`config.mk`:
```
export PLATFORM = sky130hd
export DESIGN_NAME = bitserial_add_ctrl
export DESIGN_NICKNAME = d
export VERILOG_FILES = /design/src/rtl/bitserial_pkg.sv /design/src/rtl/bitserial_add_ctrl.sv
export SDC_FILE = /design/constraint.sdc
export NUM_CORES = 1
export LEC_CHECK = 0
export ABC_AREA = 1
export BUFFER_PORTS_ARGS = -buffer_cell sky130_fd_sc_hd__buf_2
export CAP_MARGIN = 15
export CORE_ASPECT_RATIO = 2
export CORE_UTILIZATION = 25
export CTS_CLUSTER_SIZE = 8
export DETAILED_ROUTE_END_ITERATION = 8
export PLACE_DENSITY = 0.5
export SLEW_MARGIN = 30
export SYNTH_ARGS = -nofsm -noshare
export SYNTH_HDL_FRONTEND = slang
export SYNTH_SLANG_ARGS = --single-unit
```
`constraint.sdc`:
```
create_clock -name clk -period 2.79 [get_ports clk]
set_input_delay 0 -clock clk [delete_from_list [all_inputs] [get_ports clk]]
set_output_delay 0 -clock clk [all_outputs]
set_load 0.005 [all_outputs]
```
`src/rtl/bitserial_pkg.sv`:
```
`default_nettype none
// ============================================================================
// Module   : bitserial_pkg
// Brief    : Shared types and defaults for the bit-serial add controller.
// Revision : 1.0 - initial release
// ============================================================================
package bitserial_pkg;

  // Controller phases: waiting for operands, walking the bits, holding result
  typedef enum logic [1:0] {
    IDLE  = 2'd0,
    SHIFT = 2'd1,
    DONE  = 2'd2
  } state_t;

  // Default operand/result width
  localparam int DEF_WIDTH = 8;

endpackage : bitserial_pkg
`default_nettype wire

```
`src/rtl/bitserial_add_ctrl.sv`:
```
`default_nettype none
// ============================================================================
// Module   : bitserial_add_ctrl
// Brief    : Drives an external 1-bit full-adder slice LSB-first, one bit per
//            clock, feeding the carry back through a register, and returns
//            the reassembled WIDTH-bit sum plus carry-out over a handshake.
// Revision : 1.0 - initial release
// ============================================================================
module bitserial_add_ctrl
  import bitserial_pkg::*;
#(
  parameter int WIDTH = DEF_WIDTH
) (
  input  logic             clk,
  input  logic             rst_n,
  input  logic             in_valid,
  output logic             in_ready,
  input  logic [WIDTH-1:0] op_a,
  input  logic [WIDTH-1:0] op_b,
  input  logic             cin,
  output logic             add_a,
  output logic             add_b,
  output logic             add_ci,
  input  logic             add_sum,
  input  logic             add_co,
  output logic             out_valid,
  input  logic             out_ready,
  output logic [WIDTH-1:0] result,
  output logic             cout
);

  localparam int                CNT_W    = $clog2(WIDTH);
  localparam logic [CNT_W-1:0]  CNT_LAST = CNT_W'(WIDTH - 1);

  localparam logic [1:0] S_IDLE  = IDLE;
  localparam logic [1:0] S_SHIFT = SHIFT;
  localparam logic [1:0] S_DONE  = DONE;

  logic [1:0]       r_state;
  logic [WIDTH-1:0] r_a_sh;
  logic [WIDTH-1:0] r_b_sh;
  logic [WIDTH-1:0] r_res;
  logic             r_carry;
  logic [CNT_W-1:0] r_cnt;

  logic             w_shift;

  // Sequencing, operand shifting, sum collection and carry feedback
  always_ff @(posedge clk or negedge rst_n) begin
    if (!rst_n) begin
      r_state <= S_IDLE;
      r_a_sh  <= '0;
      r_b_sh  <= '0;
      r_res   <= '0;
      r_carry <= 1'b0;
      r_cnt   <= '0;
    end else begin
      case (r_state)
        S_IDLE: begin
          if (in_valid) begin
            r_a_sh  <= op_a;
            r_b_sh  <= op_b;
            r_carry <= cin;
            r_cnt   <= '0;
            r_state <= S_SHIFT;
          end
        end
        S_SHIFT: begin
          r_a_sh  <= r_a_sh >> 1;
          r_b_sh  <= r_b_sh >> 1;
          // Sum bits enter at the MSB so bit 0 settles in result[0] at the end
          r_res   <= {add_sum, r_res[WIDTH-1:1]};
          r_carry <= add_co;
          if (r_cnt == CNT_LAST) begin
            r_state <= S_DONE;
          end else begin
            r_cnt <= r_cnt + 1'b1;
          end
        end
        S_DONE: begin
          if (out_ready) begin
            r_state <= S_IDLE;
          end
        end
        default: r_state <= S_IDLE;
      endcase
    end
  end

  // Outputs decode from registered state only; slice inputs are quiet
  // outside SHIFT. The carry register is untouched between DONE and the
  // next accept, so it doubles as the held carry-out.
  always_comb begin
    w_shift   = (r_state == S_SHIFT);
    in_ready  = (r_state == S_IDLE);
    out_valid = (r_state == S_DONE);
    add_a     = w_shift & r_a_sh[0];
    add_b     = w_shift & r_b_sh[0];
    add_ci    = w_shift & r_carry;
    result    = r_res;
    cout      = r_carry;
  end

endmodule : bitserial_add_ctrl
`default_nettype wire

```
==> Word-level counts from Yosys, hierarchy flattened <==
Index checks and enable logic that the tools add are counted.
{ "classes": {"bitwise": 3, "addsub": 1, "n_eq_ne": 7, "mux": 13, "n_reduce_logical": 5} }
{ "op_table": {"columns": ["operator", "n"], "rows": [
  ["case mux 8 bit (2 select lines)", 2],
  ["two-way mux 8 bit", 2],
  ["two-way mux 2 bit", 3],
  ["two-way mux 3 bit", 2],
  ["case mux 2 bit (3 select lines)", 1],
  ["case mux 3 bit (2 select lines)", 1],
  ["AND reduction 3 bit", 2],
  ["!= test 2 x 1 -> 1 bit (second input constant)", 2],
  ["!= test 2 bit (second input constant)", 2],
  ["adder 3 x 1 -> 3 bit (second input constant)", 1],
  ["AND 1 bit", 3],
  ["equality test 3 bit (second input constant)", 1],
  ["equality test 2 x 1 -> 1 bit (second input constant)", 1],
  ["equality test 2 bit (second input constant)", 1],
  ["zero test 2 bit", 1],
  ["case mux 1 bit (2 select lines)", 1],
  ["AND reduction 2 bit", 1],
  ["nonzero test 2 bit", 1],
  ["two-way mux 1 bit", 1]
]} }
{ "word_totals": {"input_bits": 23, "word_cells": 35, "out_inout_bits": 14, "reg_bits": 30} }

==> Depth between registers and ports, before layout <==
Gate-level depths: netlist (run 1).
{ "logic_depth": {"ltp_word": 3, "mapped_depth": 7, "depth_no_buf": 7} }

==> Worst setup path before layout (run 1) <==
Ideal clock, no wire load.
{ "synth_path": {"kind": "reg-to-reg", "from": "register r_cnt[0]", "to": "register r_cnt[0]", "path_buffers": 0, "t_required_ns": 2.725, "path_slack_ns": 1.604, "arrival_time_ns": 1.122, "path_stages_with_launch": 8, "setup_ns": 0.065, "period_less_slack_ns": 1.186, "cell_sequence": "dfrtp_1 ha_1 ha_1 inv_1 nand3_1 inv_1 nand2_1 nand2_1"} }
{ "synth_via": {"elab_chain_cells": 3, "elab_cells_between_ends": 6, "classes_between": "add/sub (1); eq/ne (2); mux (2); reduce/logical (1)"} }
{ "synth_rtl": {"columns": ["element", "line_no", "rtl"], "rows": [
  ["start, declared", "bitserial_add_ctrl.sv:44", "logic [CNT_W-1:0] r_cnt;"],
  ["start signal, assigned", "bitserial_add_ctrl.sv:77", "r_cnt <= r_cnt + 1'b1;"],
  ["adder 3 x 1 -> 3 bit / equality test 3 bit (equally long branches)", "bitserial_add_ctrl.sv:77, bitserial_add_ctrl.sv:74", null],
  ["two-way mux 3 bit / != test 2 bit (equally long branches)", null, null],
  ["case mux 3 bit (2 select lines) / AND reduction 3 bit (equally long branches)", null, null]
]} }
Several ways; a longest one is shown, not always the timed one. The select of a mux whose other input is x is not followed.
A chain may end at the register's enable or synchronous reset.

==> Worst setup path in the final report (run 1) <==
{ "layout_path": {"from": "register r_state[0]", "to": "output port add_ci"} }
{ "layout_via": {"elab_chain_cells": 2} }
{ "layout_rtl": {"columns": ["element", "line_no", "rtl"], "rows": [
  ["start, declared", "bitserial_add_ctrl.sv:39", "logic [1:0] r_state;"],
  ["start signal, assigned", "bitserial_add_ctrl.sv:51", "r_state <= S_IDLE;"],
  ["start signal, assigned", "bitserial_add_ctrl.sv:65", "r_state <= S_SHIFT;"],
  ["start signal, assigned", "bitserial_add_ctrl.sv:75", "r_state <= S_DONE;"],
  ["equality test 2 x 1 -> 1 bit", "bitserial_add_ctrl.sv:94", "w_shift = (r_state == S_SHIFT);"],
  ["AND 1 bit", "bitserial_add_ctrl.sv:99", "add_ci = w_shift & r_carry;"],
  ["end, declared", "bitserial_add_ctrl.sv:23", "output logic add_ci,"]
]} }
No other way between the ends.

==> impl_metrics.csv, run 1 <==
group,metric,value,unit
place,place_inst,275,
worst_setup_path,cp_max_fo,35,
sta,worst_pin_slew,0.765,ns
cts,clk_path_buf_depth,2,
cts,tritoncts,"done",
worst_setup_path,rr_worst_depth,4,
job,cap_violations,0,
hold_path,worstHoldPathType,"in -> reg",
worst_setup_path,cp-endpoint,"add_ci",
place,place_ws,1.03,ns
routing,via_per_inst,4.38,
sta,rsz0062_at_grt,"false",
sta,hold_viol,0,
pwr,finalPower,2.11,mW
die,die-area,0.00614,mm²
place,portBuffers,36,
routing,dr.pass1.iters,4,
sta,setup_ws,1.01,ns
sta,slew_headroom,0.490,
layout,num_antenna_cells,0,
routing,antenna_left,0,
worst_setup_path,cp-start-kind,"register",
synth,netlist_area,0.00145,mm²
place,dp_hpwl,2360,µm
synth,synth_nets,211,
die,core,0.00566,mm²
grt,grt-ovfl-total,0,
layout,final_common_cell,"nand2_1",
layout,fin_area,0.00184,mm²
cts,clock_latency,0.27,ns
sta,hold_slack,0.0110,ns
worst_setup_path,reg2reg_from,"r_state[0]$_DFFE_PN0P_",
layout,final_cell_mix,"nand2_1 (92), buf_2 (36), dfrtp_1 (30)",
cts,cts_max_level,2,
grt,antenna_found_initial,0,
synth,synthCells,186,
die,die_y,110,µm
routing,drc,0,
synth,synth.distinct_cells,16,
cts,cts-buffers-inserted,5,
sta,clock.fmax,563,MHz
die,num_rows,39,
layout,layout.cells.non_filler,288,
routing,drt_iter0_drc,49,
sta,min_period,1.78,ns
die,ios,37,
cts,cts.sinks,30,
worst_setup_path,crit_type,"reg -> out",
pwr,p_per_area,1150,mW/mm²
synth,avgSynthCellArea,7.82,µm²
layout,nets,251,
synth,synth_warnings,0,
worst_setup_path,worstReg2RegEnd,"r_a_sh[4]$_DFFE_PN0P_",
sta,tns,0,ns
layout,post-route-util,0.325,
synth,synth-seq-area-share,0.516,
worst_setup_path,worstSetupStartpoint,"r_state[0]$_DFFE_PN0P_",
layout,layout-drive-gt1-share,0.211,
status,outcome,"complete, no violations",
place,place_area,0.00164,mm²
grt,grt_pass1_vias,1185,
place,gp_congestion,0.722,
worst_setup_path,r2r_slack,1.03,ns
sta,finalSetupViolations,0,
grt,grt_max_degree,36,
worst_setup_path,cp-end-kind,"output port",
cts,cts_setup_buffers,0,
grt,grt_pass1_wl,5620,µm
die,start_util,0.257,
sta,drv_slew,0,
synth,synth-seq-cells,30,
sta,skew,0.00536,ns
sta,min_period_over_period,0.637,
grt,grt_usage,0.120,
routing,wl_per_cell,11.8,µm
layout,area.growth.synth_to_final,26.6,%
pwr,peakVddDrop,0.000527,V
worst_setup_path,crit_arrival,1.78,ns
pwr,p_leak,1.04,nW
cts,clk_pin_slew_worst_paths,0.05,ns
routing,dr_total_vias,1261,
worst_setup_path,critPathRequiredTime,2.79,ns
die,die_w,55.9,µm
routing,drt-total-wl,3410,µm
cts,cts-root-buf,"clkbuf_16",
-- power breakdown --
group          leakage [nW]  total, mW  internal, mW  switching (mW)
registers             0.370      0.798         0.638           0.161
clock network        0.0739      0.541         0.353           0.188
logic                 0.591      0.774         0.303           0.470
total                  1.04       2.11          1.29           0.819
-- per-layer routing --
| metal | track usage | share of wire | wire [µm] |
|---|---|---|---|
| met5 | 0 | 0 | 0 |
| met4 | 0.0557 | 0.024 | 81 |
| met3 | 0.0282 | 0.037 | 126 |
| met2 | 0.207 | 0.51 | 1750 |
| met1 | 0.139 | 0.42 | 1440 |
-- sequential cells by signal, summed over array words and instances, names as in the netlist --
| name | cells |
|---|---|
| r_a_sh | 8 |
| r_b_sh | 8 |
| result | 8 |
| r_cnt | 3 |
| r_state | 2 |
| cout | 1 |
-- worst min-delay path by stage --
stage	startpoint	cells after the start	end
final	op_b[2]	5	r_b_sh[2]$_DFFE_PN0P_
after global routing	op_b[3]	5	r_b_sh[3]$_DFFE_PN0P_
after CTS	op_b[3]	5	r_b_sh[3]$_DFFE_PN0P_
after detailed placement	rst_n	1	result[1]$_DFFE_PN0N_
after global placement	rst_n	1	result[0]$_DFFE_PN0N_
after floorplan	rst_n	0	cout$_DFFE_PN0P_
-- synth_stat cells --
cell | instances | area (µm²)
nand2_1 | 92 | 345
dfrtp_1 | 30 | 751
nand3_1 | 21 | 105
inv_1 | 11 | 41.3
nor2_1 | 8 | 30.0
o21ai_1 | 5 | 25.0
a21oi_1 | 4 | 20.0
buf_6 | 4 | 45.0
buf_2 | 3 | 15.0
ha_1 | 2 | 25.0
buf_4 | 1 | 7.51
inv_2 | 1 | 3.75
inv_4 | 1 | 6.26
nand2_4 | 1 | 11.3
nor2_2 | 1 | 6.26
o21ai_4 | 1 | 16.3
-- worst max-delay path, cell delays in order (launching register included) --
cell and delay, ns:
dfrtp_1 0.84, nand2_4 0.36, nor2_1 0.17, buf_2 0.13
-- timing repair --
action                    in CTS  in global routing
gates resized for setup        0                  0
hold buffers                   5                  0
hold endpoints to repair      34                  0
-- layout make-up --
type	count	area [µm²]
inverters	13	51.3
flip-flops and latches	30	751
clock inverters	1	5.00
multi-input cells	135	584
fillers	616	3820
clock buffers	7	143
well taps	61	76.3
repair buffers	41	230
-- kinds of logic after synthesis --
kind of cell,synth area share
and+or+nand+nor,0.343
DFF,0.516
buffers and inverters,0.0818
AOI/OAI and AO/OA,0.0422
adders and majority gates,0.0172
Power figures use the tool's default switching activity.
==> run 2: changes to the inputs <==
Settings changed: ABC_AREA 1 to 0, PLACE_DENSITY 0.5 to 0.51.
Clock period 2.79 ns to 1.5 ns, I/O delays scaled along.
==> impl_metrics.csv, run 2 <==
group,metric,value,unit
pwr,p_per_area,2030,mW/mm²
routing,dr.pass1.iters,6,
worst_setup_path,crit_family,"adder cells",
die,ios,37,
worst_setup_path,cp_max_fo,6,
layout,area.growth.synth_to_final,28.7,%
routing,via_per_inst,4.99,
sta,min_period,1.42,ns
worst_setup_path,worstPathCellList,"ha_1 > ha_1 > and3_1 > a211o_1",
routing,wl_met2,1860,µm
die,num_rows,39,
sta,min_period_over_period,0.948,
synth,synth_top_cell_by_area,"dfrtp_1",
die,start_util,0.263,
cts,cts-buffers-inserted,5,
hold_path,hold_depth,2,
pwr,swShare,0.325,
pwr,peakVddDrop,0.000491,V
worst_setup_path,path_common_cell,"ha_1",
synth,synthArstFlopShare,1.00,
grt,grt_max_degree,31,
worst_setup_path,worstReg2RegEnd,"r_cnt[0]$_DFFE_PN0P_",
worst_setup_path,crit_arrival,1.58,ns
worst_setup_path,cp.buffers_inverters,0,
pwr,p_leak,0.890,nW
routing,drc,6,
hold_path,worstHoldPathType,"in -> reg",
routing,antenna_left,0,
layout,final_cell_mix,"buf_2 (36), dfrtp_1 (28), inv_1 (14)",
synth,yosysMostFrequentCell,"dfrtp_1",
grt,grt_pass1_wl,5590,µm
cts,cts.sinks,30,
pwr,switching_power,1.29,mW
sta,drv_slew,0,
job,cap_violations,0,
hold_path,hp-start,"add_co",
synth,synth-main-ff-cell,"dfrtp_1",
place,portBuffers,36,
worst_setup_path,cp-end-kind,"register",
place,gp_congestion,0.662,
pwr,finalPower,3.97,mW
layout,layout-drive-gt1-share,0.386,
worst_setup_path,slowest_delay,0.40,ns
worst_setup_path,reg2reg_from,"r_cnt[0]$_DFFE_PN0P_",
routing,top_layer_used,"met4",
routing,drt-total-wl,3530,µm
sta,rsz0062_at_grt,"false",
synth,synth-seq-area-share,0.495,
worst_setup_path,cp-start-kind,"register",
worst_setup_path,critPathRequiredTime,1.66,ns
sta,finalSetupViolations,0,
synth,synthCells,133,
cts,clock_latency,0.27,ns
synth,synth_top_cells_by_count,"dfrtp_1 (30), inv_1 (14), nor3b_1 (12), nor4b_1 (12), a211oi_1 (11)",
synth,synthTopCellsByArea,"dfrtp_1 (50%), nor4b_1 (6.9%), mux2_2 (5.9%)",
sta,hold_viol,0,
sta,tns,0,ns
routing,drt_iter0_drc,27,
routing,wl_per_cell,14.9,µm
cts,cts_max_level,2,
cts,clk_pin_slew_worst_paths,0.05,ns
die,die_w,57.1,µm
sta,worst_pin_slew,0.680,ns
grt,grt_pass1_vias,1205,
synth,synth_top_area_frac,0.495,
layout,fillers,614,
synth,synth_warnings,0,
sta,skew,0.00217,ns
worst_setup_path,r2r_slack,0.08,ns
sta,clock.fmax,703,MHz
worst_setup_path,crit_type,"reg -> reg",
worst_setup_path,rr_worst_depth,4,
grt,grt-ovfl-total,0,
routing,wl_met3,140,µm
layout,final_common_cell,"buf_2",
synth,netlist_area,0.00152,mm²
pwr,p_int,2.68,mW
routing,wl_met1,1440,µm
sta,slew_headroom,0.547,
die,die-area,0.00640,mm²
grt,grt_usage,0.116,
cts,tritoncts,"done",
routing,dr_total_vias,1183,
synth,avgSynthCellArea,11.4,µm²
synth,synth.distinct_cells,27,
pwr,sequentialPowerShare,0.366,
worst_setup_path,slowest_stage,"dfrtp_1",
layout,nets,200,
pwr,clockPowerShare,0.251,
synth,synth_edf_count,0,
die,die_y,112,µm
cts,clk_path_buf_depth,2,
pwr,comb_power_share,0.384,
synth,synth-seq-cells,30,
status,outcome,"finished, violations left",
place,dp_hpwl,2410,µm
grt,antenna_found_initial,0,
cts,cts-root-buf,"clkbuf_16",
synth,synth_nets,158,
layout,num_antenna_cells,0,
hold_path,min_to,"cout$_DFFE_PN0P_",
die,core,0.00576,mm²
status,violations,"design-rule violations",
[run 2: cell count changes in the layout (fill, tap and decap cells not counted), moves of 8 or more]
cell	previous run	this run
mux2_2	0	8
a211oi_1	0	11
nor4b_1	0	12
buf_4	0	8
nand2_1	92	0
nor3b_1	0	12
nand3_1	21	2
[run 2: final cells by class]
cell class / instances / area (µm²) / area share
Sequential cell: 30 / 753 / 0.386
Multi-Input combinational cell: 77 / 651 / 0.334
Timing Repair Buffer: 47 / 270 / 0.139
Clock buffer: 7 / 143 / 0.0731
Tap cell: 61 / 76.3 / 0.0391
Inverter: 14 / 52.6 / 0.0269
Clock inverter: 1 / 5.00 / 0.00257
[run 2: cell families after synthesis]
| logic type | share of synthesized area |
|---|---|
| compound gates | 0.138 |
| fa+ha+maj | 0.0165 |
| buf+inv | 0.0751 |
| flops | 0.495 |
| mux | 0.0595 |
| simple gates | 0.216 |
[run 2: power groups by stage]
stage | clock network, mW | logic, mW | registers [mW]
after detailed placement | 0 | 1.47 | 1.48
after global placement | 0 | 1.46 | 1.47
final | 0.994 | 1.52 | 1.45
after global routing | 1.04 | 1.72 | 1.50
after floorplan | 0 | 1.09 | 1.40
after CTS | 1.02 | 1.49 | 1.47
[run 2: per-layer routing]
metal  vias up  global-route usage
li1        568                   -
met1       578               0.121
met2        30               0.204
met3         7              0.0265
met4         0              0.0683
met5         -                   0
[run 2: what timing repair did]
action                                  4_1_cts  5_1_grt
buffers inserted                              0        3
resized for setup                             1        1
endpoints found under the setup margin        1        1
hold endpoints to repair                     32        0
hold buffers                                  3        0
[run 2: worst max-delay path by stage]
stage	cells after the start	slack, ns	startpoint	to
floorplan	4	0.15	r_cnt[0]$_DFFE_PN0P_	r_cnt[0]$_DFFE_PN0P_
global placement	4	0.06	r_cnt[0]$_DFFE_PN0P_	r_cnt[0]$_DFFE_PN0P_
detailed placement	4	0.08	r_cnt[0]$_DFFE_PN0P_	r_cnt[0]$_DFFE_PN0P_
CTS	4	0.05	r_state[0]$_DFFE_PN0P_	add_ci
global route	4	0.006	r_cnt[0]$_DFFE_PN0P_	r_cnt[0]$_DFFE_PN0P_
finish	4	0.08	r_cnt[0]$_DFFE_PN0P_	r_cnt[0]$_DFFE_PN0P_
[run 2: stage by stage]
| step | instance area (µm²) | worst slack [ns] | util | cells | hold WS (ns) |
|---|---|---|---|---|---|
| after global placement | 1750 | 0.0637 | 0.304 | 223 | 0.0815 |
| after floorplan | 1520 | 0.153 | - | 133 | -0.296 |
| after CTS | 1930 | 0.0451 | 0.335 | 234 | 0.00649 |
| after detailed placement | 1750 | 0.0751 | 0.304 | 223 | 0.0864 |
| final | 1950 | 0.0777 | 0.339 | 237 | 0.00785 |
| after global routing | 1950 | 0.00640 | 0.339 | 237 | 0.0144 |
==> run 3: changes to the inputs <==
Settings changed: MAX_ROUTING_LAYER from default to met4.
==> impl_metrics.csv, run 3 (synthesis results as in run 2) <==
group,metric,value,unit
status,outcome,"finished, violations left",
status,violations,"design-rule violations",
grt,grt_pass1_vias,1204,
worst_setup_path,crit_arrival,1.58,ns
pwr,switching_power,1.29,mW
die,ios,37,
die,core,0.00576,mm²
routing,wl_per_cell,14.9,µm
layout,fillers,614,
layout,seq_area,753,µm²
layout,nets,200,
sta,skew,0.00212,ns
worst_setup_path,critPathRequiredTime,1.65,ns
layout,layout-drive-gt1-share,0.386,
pwr,p_per_area,2030,mW/mm²
pwr,comb_power_share,0.384,
sta,finalSetupViolations,0,
layout,final_common_cell,"buf_2",
hold_path,worstHoldPathType,"in -> reg",
cts,tritoncts,"done",
place,place_inst,223,
grt,grt-ovfl-total,0,
worst_setup_path,crit_type,"reg -> reg",
sta,clock.fmax,703,MHz
layout,area.growth.synth_to_final,28.7,%
die,start_util,0.263,
die,die-area,0.00640,mm²
routing,dr.pass1.iters,5,
routing,via_per_inst,5.03,
layout,final_cell_mix,"buf_2 (36), dfrtp_1 (28), inv_1 (14)",
grt,antenna_found_initial,0,
routing,dr_total_vias,1192,
place,gp_congestion,0.668,
grt,grt_usage,0.119,
die,die_w,57.1,µm
worst_setup_path,cp-start-kind,"register",
die,num_rows,39,
cts,cts-root-buf,"clkbuf_16",
layout,fin_area,0.00195,mm²
die,die_y,112,µm
layout,num_antenna_cells,0,
sta,slew_headroom,0.555,
layout,post-route-util,0.339,
cts,clk_path_buf_depth,2,
place,dp_hpwl,2410,µm
sta,min_period,1.42,ns
pwr,clockPowerShare,0.250,
sta,tns,0,ns
pwr,p_leak,0.890,nW
grt,grt_pass1_wl,5580,µm
place,place_area,0.00175,mm²
pwr,sequentialPowerShare,0.366,
sta,min_period_over_period,0.949,
pwr,swShare,0.325,
grt,grt_max_degree,31,
cts,cts.sinks,30,
routing,drt-total-wl,3530,µm
sta,hold_viol,0,
job,cap_violations,0,
sta,drv_slew,0,
worst_setup_path,cp_max_fo,6,
worst_setup_path,cp-end-kind,"register",
sta,rsz0062_at_grt,"false",
cts,clock_latency,0.27,ns
routing,drc,6,
layout,layout.cells.non_filler,237,
layout,multi_input_area,651,µm²
sta,worst_pin_slew,0.667,ns
pwr,peakVddDrop,0.000491,V
cts,cts_max_level,2,
cts,cts-buffers-inserted,5,
place,portBuffers,36,
cts,clk_pin_slew_worst_paths,0.05,ns
routing,antenna_left,0,
pwr,p_int,2.68,mW
routing,drt_iter0_drc,30,
==> run 3: cell counts in the layout (fill, tap and decap cells not counted) <==
No cell type changed its count.
==> run 3: power by group through the flow <==
stage / clock network [mW] / logic (mW) / registers (mW)
2_1_floorplan: 0 / 1.09 / 1.40
3_3_place_gp: 0 / 1.46 / 1.47
3_5_place_dp: 0 / 1.47 / 1.48
4_1_cts: 1.02 / 1.49 / 1.47
5_1_grt: 1.04 / 1.72 / 1.50
6_report: 0.991 / 1.52 / 1.45
==> run 3: final timing paths <==
path,start,to,slack (ns),depth (start not counted)
max in group asynchronous,rst_n,r_state[0]$_DFFE_PN0P_,0.73,2
min,add_co,cout$_DFFE_PN0P_,0.008,2
min in group asynchronous,rst_n,r_cnt[2]$_DFFE_PN0P_,0.30,2
max reg2reg,r_cnt[0]$_DFFE_PN0P_,r_cnt[0]$_DFFE_PN0P_,0.08,4
min reg2reg,result[0]$_DFFE_PN0N_,result[0]$_DFFE_PN0N_,0.51,1
max,r_cnt[0]$_DFFE_PN0P_,r_cnt[0]$_DFFE_PN0P_,0.08,4
==> run 3: worst max-delay path: stages (launching register included) <==
cell and delay, ns:
dfrtp_1 0.40, ha_1 0.21, ha_1 0.24, and3_1 0.20
a211o_1 0.25
==> run 3: final cells by class <==
cell class,instances,share of cell area
clock inverters,1,0.00257
flip-flops and latches,30,0.386
well taps,61,0.0391
repair buffers,47,0.139
multi-input cells,77,0.334
inverters,14,0.0269
clock buffers,7,0.0731
==> run 3: per-layer routing <==
layer | vias to the layer above | global-route usage | routed length, µm
li1 | 568 | - | -
met1 | 587 | 0.121 | 1420
met2 | 30 | 0.204 | 1880
met3 | 7 | 0.0265 | 139
met4 | 0 | 0.0683 | 93
met5 | - | - | 0
==> run 3: through the flow <==
step	setup slack, ns	hold slack (ns)	total power, mW
detailed placement	0.0751	0.0864	2.95
finish	0.0772	0.00816	3.97
global route	0.00640	0.0144	4.26
CTS	0.0451	0.00649	3.97
global placement	0.0637	0.0815	2.93
floorplan	0.153	-0.296	2.49
==> run 3: what timing repair did <==
action	CTS	global route
resized for setup	1	1
setup buffers	0	3
hold buffers	3	0
setup endpoints to repair	1	1
endpoints found under the hold margin	32	0
